[src/rtl/dma_arbiter_pkg.sv]
// Shared types for the DMA channel arbiter: FSM state encoding and small helpers.
package dma_arbiter_pkg;

  typedef enum logic [1:0] {
    ST_IDLE    = 2'd0,
    ST_GRANT   = 2'd1,
    ST_BUSY    = 2'd2,
    ST_RELEASE = 2'd3
  } arb_state_t;

  // A channel owns the controller port only while the grant is live.
  function automatic logic state_routes(input arb_state_t s);
    return (s == ST_GRANT) || (s == ST_BUSY);
  endfunction

endpackage

[src/rtl/dma_arbiter_rr_pick.sv]
// Combinational round-robin picker: first set request at or after last_ptr+1, wrapping.
module dma_arbiter_rr_pick #(
  parameter int unsigned NUM_CH = 4,
  parameter int unsigned CH_W   = 2
) (
  input  logic [NUM_CH-1:0] req,
  input  logic [CH_W-1:0]   last_ptr,
  output logic [CH_W-1:0]   winner,
  output logic              valid
);

  // Scan farthest-first so the nearest candidate after last_ptr is the final assignment.
  always_comb begin
    int unsigned idx;
    logic [CH_W-1:0] idx_w;
    winner = last_ptr;
    valid  = 1'b0;
    idx    = 0;
    idx_w  = '0;
    for (int unsigned i = NUM_CH; i >= 1; i--) begin
      idx   = (32'(last_ptr) + i) % NUM_CH;
      idx_w = CH_W'(idx);
      if (req[idx_w]) begin
        winner = idx_w;
        valid  = 1'b1;
      end
    end
  end

endmodule

[src/rtl/dma_arbiter.sv]
// Round-robin arbiter sharing one dma_controller device port among NUM_CH channels;
// the grant is held for a whole transfer and responses are routed to the winner only.
module dma_arbiter
  import dma_arbiter_pkg::*;
#(
  parameter int unsigned NUM_CH     = 4,
  parameter int unsigned CH_W       = 2,
  parameter int unsigned ADD_LEN    = 16,
  parameter int unsigned DATA_LEN   = 16,
  parameter int unsigned FIFO_DEPTH = 5
) (
  input  logic                         clk,
  input  logic                         reset,
  input  logic [NUM_CH-1:0]            ch_en,
  input  logic [NUM_CH-1:0]            ch_rqst,
  input  logic [NUM_CH-1:0]            ch_rd_wr,
  input  logic [NUM_CH*FIFO_DEPTH-1:0] ch_num_words,
  input  logic [NUM_CH*ADD_LEN-1:0]    ch_start_addr,
  input  logic [NUM_CH-1:0]            ch_dev_ack,
  input  logic [NUM_CH*DATA_LEN-1:0]   ch_dev_in,
  output logic [NUM_CH-1:0]            ch_dma_ack,
  output logic [NUM_CH*DATA_LEN-1:0]   ch_dev_out,
  output logic [NUM_CH-1:0]            ch_end_flag,
  output logic [NUM_CH-1:0]            ch_grant,
  output logic [FIFO_DEPTH-1:0]        num_words,
  output logic [ADD_LEN-1:0]           start_addr,
  output logic                         rd_wr,
  output logic                         rqst,
  output logic                         dev_ack,
  output logic [DATA_LEN-1:0]          dev_in,
  input  logic                         dma_ack,
  input  logic [DATA_LEN-1:0]          dev_out,
  input  logic                         end_flag,
  output logic                         busy,
  output logic [CH_W-1:0]              grant_id
);

  arb_state_t      state_q, state_d;
  logic [CH_W-1:0] grant_id_q, grant_id_d;
  logic [CH_W-1:0] last_ptr_q, last_ptr_d;
  logic [CH_W-1:0] pick_id;
  logic            pick_valid;
  logic            routing;

  logic [FIFO_DEPTH-1:0] nw_arr   [NUM_CH];
  logic [ADD_LEN-1:0]    addr_arr [NUM_CH];
  logic [DATA_LEN-1:0]   din_arr  [NUM_CH];

  dma_arbiter_rr_pick #(
    .NUM_CH (NUM_CH),
    .CH_W   (CH_W)
  ) u_rr_pick (
    .req      (ch_rqst & ch_en),
    .last_ptr (last_ptr_q),
    .winner   (pick_id),
    .valid    (pick_valid)
  );

  // State, grant and pointer registers; last_ptr resets to NUM_CH-1 so channel 0 wins first.
  always_ff @(posedge clk) begin
    if (reset) begin
      state_q    <= ST_IDLE;
      grant_id_q <= '0;
      last_ptr_q <= CH_W'(NUM_CH - 1);
    end else begin
      state_q    <= state_d;
      grant_id_q <= grant_id_d;
      last_ptr_q <= last_ptr_d;
    end
  end

  // Next-state logic; request and mask changes are ignored once a grant is taken.
  always_comb begin
    state_d    = state_q;
    grant_id_d = grant_id_q;
    last_ptr_d = last_ptr_q;
    unique case (state_q)
      ST_IDLE: begin
        if (pick_valid) begin
          grant_id_d = pick_id;
          state_d    = ST_GRANT;
        end
      end
      ST_GRANT: state_d = ST_BUSY;
      ST_BUSY: begin
        if (end_flag) state_d = ST_RELEASE;
      end
      ST_RELEASE: begin
        last_ptr_d = grant_id_q;
        state_d    = ST_IDLE;
      end
      default: state_d = ST_IDLE;
    endcase
  end

  assign routing  = state_routes(state_q);
  assign busy     = (state_q != ST_IDLE);
  assign rqst     = (state_q == ST_GRANT);
  assign grant_id = grant_id_q;

  // Per-channel unpacking and response demux.
  for (genvar k = 0; k < NUM_CH; k++) begin : g_ch
    logic sel;
    assign nw_arr[k]   = ch_num_words[k*FIFO_DEPTH +: FIFO_DEPTH];
    assign addr_arr[k] = ch_start_addr[k*ADD_LEN +: ADD_LEN];
    assign din_arr[k]  = ch_dev_in[k*DATA_LEN +: DATA_LEN];

    assign sel            = routing && (grant_id_q == CH_W'(k));
    assign ch_grant[k]    = sel;
    assign ch_dma_ack[k]  = sel & dma_ack;
    assign ch_end_flag[k] = sel & end_flag;
    assign ch_dev_out[k*DATA_LEN +: DATA_LEN] = sel ? dev_out : '0;
  end

  // Transfer descriptor follows grant_id so it stays stable for the whole transfer.
  assign num_words  = nw_arr[grant_id_q];
  assign start_addr = addr_arr[grant_id_q];
  assign rd_wr      = ch_rd_wr[grant_id_q];
  assign dev_ack    = routing & ch_dev_ack[grant_id_q];
  assign dev_in     = routing ? din_arr[grant_id_q] : '0;

endmodule

[config.mk]
export PLATFORM = sky130hd
export DESIGN_NAME = dma_arbiter
export DESIGN_NICKNAME = d
export VERILOG_FILES = /design/src/rtl/dma_arbiter_pkg.sv /design/src/rtl/dma_arbiter_rr_pick.sv /design/src/rtl/dma_arbiter.sv
export SDC_FILE = /design/constraint.sdc
export NUM_CORES = 1
export LEC_CHECK = 0
export BUFFER_PORTS_ARGS = -buffer_cell sky130_fd_sc_hd__buf_4
export CAP_MARGIN = 20
export CELL_PAD_IN_SITES_DETAIL_PLACEMENT = 1
export CELL_PAD_IN_SITES_GLOBAL_PLACEMENT = 1
export CORE_AREA = 2 2 117 119
export CTS_CLUSTER_SIZE = 25
export DETAILED_ROUTE_END_ITERATION = 6
export DIE_AREA = 0 0 119 121
export GPL_TIMING_DRIVEN = 0
export HOLD_SLACK_MARGIN = 0.06
export PLACE_DENSITY = 0.79
export SYNTH_ARGS = -nofsm -noshare
export SYNTH_HDL_FRONTEND = slang
export SYNTH_HIERARCHICAL = 1
export SYNTH_SLANG_ARGS = --single-unit
[constraint.sdc]
create_clock -name clk -period 3.42 [get_ports clk]
set_clock_uncertainty 0.1 [all_clocks]
set_input_delay 0.171 -clock clk [delete_from_list [all_inputs] [get_ports clk]]
set_output_delay 0.171 -clock clk [all_outputs]
set_load 0.01 [all_outputs]
# Word-level counts from Yosys, hierarchy flattened
# Index checks and enable logic that the tools add are counted.
totals:
  register_bits: 6
  in_bits: 184
  output_inout_bits: 119
  word_cells: 79
classes:
  add_sub_neg: 4
  n_lt_le_gt_ge: 6
  eq_ne: 8
  mux: 37
  n_bitwise: 11
  n_reduce_logical: 10
op_table:
  columns: ["operator", "n"]
  rows:
  - ["2-to-1 mux 16 bit", 9]
  - ["binary-select mux 16 bit (select 2 bit)", 2]
  - ["< comparator 2 x 3 -> 1 bit, second input constant", 5]
  - ["binary-select mux 1 bit (select 2 bit)", 6]
  - ["2-to-1 mux 2 bit", 6]
  - ["binary-select mux 5 bit (select 2 bit)", 1]
  - ["2-to-1 mux 1 bit", 10]
  - ["2-to-1 mux 5 bit", 2]
  - ["bitwise AND 1 bit", 9]
  - ["equality test 2 bit, second input constant", 4]
  - ["one-hot mux 2 bit (4 select lines)", 1]
  - ["adder 2 x 1 -> 2 bit, second input constant", 2]
  - ["adder 2 bit, second input constant", 2]
  - ["bitwise AND 4 bit", 1]
  - ["equality test 2 x 1 -> 1 bit, second input constant", 2]
  - ["logical AND 1 bit", 4]
  - ["zero test 2 bit", 2]
  - ["!= test 2 bit, second input constant", 2]
  - ["AND reduction 2 bit", 2]
  - ["greater-or-equal comparator 3 bit, second input constant", 1]
  - ["NOT 2 -> 3 bit", 1]
  - ["nonzero test 2 bit", 1]
  - ["logical OR 1 bit", 1]

# Depth between registers and ports, before layout
logic_depth:
  word_depth: 9
  depth_mapped: 7
  depth_no_buf: 6

# Cells and area by module
# The synthesis kept the hierarchy.
by_module_without_submodules:
  columns: ["module", "n_inst", "cells_each", "area_per_inst_um2", "seq_area_each_um2"]
  rows:
  - ["dma_arbiter", 1, 214, 2050.7, 120.1]
  - ["dma_arbiter_rr_pick", 1, 14, 82.6, 0.0]

# Worst setup path after synthesis
# OpenSTA, ideal clock, no wires.
synth_timing:
  path_type: "register -> output"
  startpoint: "register state_q[0]"
  endpoint: "output ch_grant[1]"
  arrival_time_ns: 1.426
  required_ns: 3.149
  path_slack_ns: 1.723
  stages_incl_launch_ff: 7
  path_buffers: 2
  cell_sequence: "dfxtp_1 inv_1 ha_1 nor2b_2 buf_2 and2_1 buf_4"
synth_via:
  elab_chain_cells: 3
  elab_cells_between_ends: 4
  classes_between: "eq/ne: 2; reduce/logical: 2"
synth_rtl:
  columns: ["element", "line_no", "text"]
  rows:
  - ["start: declaration", "dma_arbiter.sv:38", "arb_state_t state_q, state_d;"]
  - ["start signal: assignment", "dma_arbiter.sv:66", "state_q <= state_d;"]
  - ["equality test 2 x 1 -> 1 bit / equality test 2 bit (equally long branches)", "dma_arbiter_pkg.sv:13", "return (s == ST_GRANT) || (s == ST_BUSY);"]
  - ["logical OR 1 bit (*)", "dma_arbiter_pkg.sv:13", null]
  - ["logical AND 1 bit (*)", "dma_arbiter.sv:108", "assign sel = routing && (grant_id_q == CH_W'(k));"]
  - ["end: declaration", "dma_arbiter.sv:24", "output logic [NUM_CH-1:0] ch_grant,"]
# Mark *: on every way between the ends. The rest lies on a longest branch, timed or not.

# Worst setup path after layout
layout_timing:
  startpoint: "register state_q[0]"
  endpoint: "output dev_in[11]"
layout_via:
  elab_chain_cells: 3
  elab_cells_between_ends: 4
  classes_between: "eq/ne: 2; mux: 1; reduce/logical: 1"
layout_rtl:
  columns: ["element", "line_no", "text"]
  rows:
  - ["equality test 2 x 1 -> 1 bit / equality test 2 bit (equally long branches)", "dma_arbiter_pkg.sv:13", null]
  - ["logical OR 1 bit (*)", "dma_arbiter_pkg.sv:13", null]
  - ["2-to-1 mux 16 bit (*)", "dma_arbiter.sv:120", "assign dev_in = routing ? din_arr[grant_id_q] : '0;"]
  - ["end: declaration", "dma_arbiter.sv:30", "output logic [DATA_LEN-1:0] dev_in,"]
# Marked as above.

==> run summary <==
outcome: completed
Sw Ratio: 0.438
max_slew headroom: 0.672
IO buf count: 302
drt first pass iters: 4
DIE WIDTH: 119 microns
Area Growth Syn to Fin: 121%
fin crit period: 2.38 ns
clock share of power: 0.078
prevailing post-synth register cell: dfxtp_1
Syn Nets: 417
final hold slack: 0.431 ns
Crit-path slowest cell: clkbuf_1
fin crit share: 0.697
CTS tree: built
core area: 0.0131 sq mm
post_cts resized: 0
drt total wl: 13.1 mm
clk_lat worst skew: 0.22 ns
Vias/cell: 4.39
critical path fanouts, max: 10
Crit path required time: 3.15 ns
clock-pin transition on the worst setup and hold timing paths: 0.03 ns
Power Density: 510 mW/mm^2
max-cap violations: 0
Seq cells post-synth: 6
CP Cell Sequence: inv_1, ha_1, nand2_2, clkbuf_1, o22ai_1, buf_4
HPWL after DPL: 11.6 mm
largest stage delay on the critical path: 0.43 ns
Post-Synthesis Cells: 228
GRT Resource Usage Total: 0.169
Finish-stage setup viols: 0
fin. max-slew vios: 0
Congestion Overflow GR: 0
syn_area_per_cell: 9.36 sq um
CP Launch Type: flop
largest net degree at the start of global routing: 11
Chip Height: 121 microns
RSZ-0062 raised after global routing: false
post-synthesis sequential area ratio: 0.0563
layout cell share with drive strength beyond 1: 0.674
deepest clock path buffer count: 2
Ant. Diodes: 0
P_leak: 2.44 nW
initial core utilization: 0.163
combinational share of power: 0.873
Pint: 1.35 mW
# rows: 42
number of global-route vias before repair: 3305
starting DRC count in detailed routing: 59
critical path type: reg -> out
cts bufs inserted: 3
antenna violations before repair: 0
first-pass GRT wire length: 19.1 mm
asr flop ratio synth: 0
vias: 3119
Peak Freq: 419 MHz
gp weighted congestion: 0.993
Final Hold Fails: 0
Post-Syn Area: 0.00213 sq mm
fillers: 1550
Post-synth EDFFs: 0
Die Area: 0.0144 sq mm
# DRC: 0
Yosys cell types: 34
Reg power frac: 0.049
crit path capture type: output pin
Sum Neg Setup Slack: 0 ns
H-tree Lvls: 1
crit path DAT: 2.11 ns
io pins: 303
sw power: 1.05 mW
CTS sink count: 6
clock tree root driver cell: clkbuf_16
Worst Hold Class: in -> reg
Yosys warnings: 6
Slew @ Worst Pin: 0.492 ns
Max IR drop VDD: 0.000303 V
Final #Nets: 725
Wirelength per Cell: 18.5 microns
post-route ant nets: 0
-- power by group through the flow --
stage | clock (mW) | sequential [mW] | combinational, mW
after global routing | 0.198 | 0.121 | 2.25
after global placement | 0 | 0.115 | 2.08
after CTS | 0.190 | 0.117 | 2.13
after floorplan | 0 | 0.113 | 1.14
after detailed placement | 0 | 0.118 | 2.13
final | 0.188 | 0.117 | 2.10
-- layout by cell type, fill, tap and decap left out, types with 2 or more instances in the layout --
cell type,count
and2_2,10
buf_8,2
nand2b_1,2
buf_4,306
buf_12,3
buf_2,5
nor2b_1,2
clkbuf_1,2
mux2i_1,38
nand2_1,7
mux4_2,18
a21oi_1,5
o22ai_1,18
and3_1,18
nand3_1,2
buf_6,7
and2_1,47
mux4_1,4
clkbuf_16,3
inv_1,8
ha_1,5
nor3_1,3
dfxtp_1,6
-- synth_stat cells, types with 5 or more instances --
| library cell | number | share of area |
|---|---|---|
| inv_1 | 8 | 0.014 |
| mux4_2 | 18 | 0.19 |
| o22ai_1 | 18 | 0.053 |
| and2_1 | 47 | 0.14 |
| mux2i_1 | 38 | 0.18 |
| buf_2 | 5 | 0.012 |
| ha_1 | 5 | 0.029 |
| nand2_1 | 7 | 0.012 |
| dfxtp_1 | 6 | 0.056 |
| and2_2 | 10 | 0.035 |
| and3_1 | 18 | 0.053 |
| a21oi_1 | 5 | 0.012 |
| buf_6 | 7 | 0.037 |
-- routing by layer --
metal  global-route usage  part of all wire
met5                    0                 0
met4               0.0238             0.012
met3               0.0352             0.060
met2                0.320              0.54
met1                0.198              0.39
-- logic make-up after synthesis --
family | synth area share
adders and majority gates | 0.0293
and+or+nand+nor | 0.295
AOI/OAI and AO/OA | 0.0768
muxes | 0.418
buffers and inverters | 0.125
DFF | 0.0563
-- sequential cells by signal, summed over array words and instances, names as in the netlist --
| signal | cells |
|---|---|
| grant_id | 2 |
| last_ptr_q | 2 |
| state_q | 2 |
-- area by class of cell --
type                            instances  area (sq um)  share of cell area
Tap cell                              176           220              0.0468
Buffer                                 24           236              0.0503
Clock buffer                            3          75.1              0.0160
Multi-Input combinational cell        190          1750               0.371
Timing Repair Buffer                  303          2280               0.484
Inverter                                8          30.0             0.00638
Sequential cell                         6           120              0.0255
-- final timing paths --
kind	slack, ns	cells after the start	end	start
max reg2reg	1.87	5	state_q[0]	state_q[0]
min	0.43	4	state_q[1]	end_flag
max	1.04	6	dev_in[11]	state_q[0]
min reg2reg	0.44	2	state_q[1]	state_q[1]
-- critical path, delay by kind of cell (launching register included) --
kind	cells	cell delay (ns)
buffers and inverters	3	0.71
DFF	1	0.38
adders and majority gates	1	0.38
and+or+nand+nor	1	0.24
AOI/OAI and AO/OA	1	0.17
-- timing repair --
action,in CTS,in global routing
endpoints found under the hold margin,2,0
hold buffers,1,0
buffers inserted,0,0
-- stage by stage --
step / cells / util / cell area, sq um / total power [mW] / worst slack, ns
2_1_floorplan: 228 / - / 2130 / 1.25 / 1.72
6_report: 710 / 0.360 / 4710 / 2.40 / 1.04
4_1_cts: 710 / 0.360 / 4710 / 2.44 / 1.01
3_3_place_gp: 706 / 0.353 / 4620 / 2.19 / 1.33
5_1_grt: 710 / 0.360 / 4710 / 2.57 / 0.867
3_5_place_dp: 706 / 0.353 / 4620 / 2.25 / 1.24
Power figures use the tool's default switching activity.
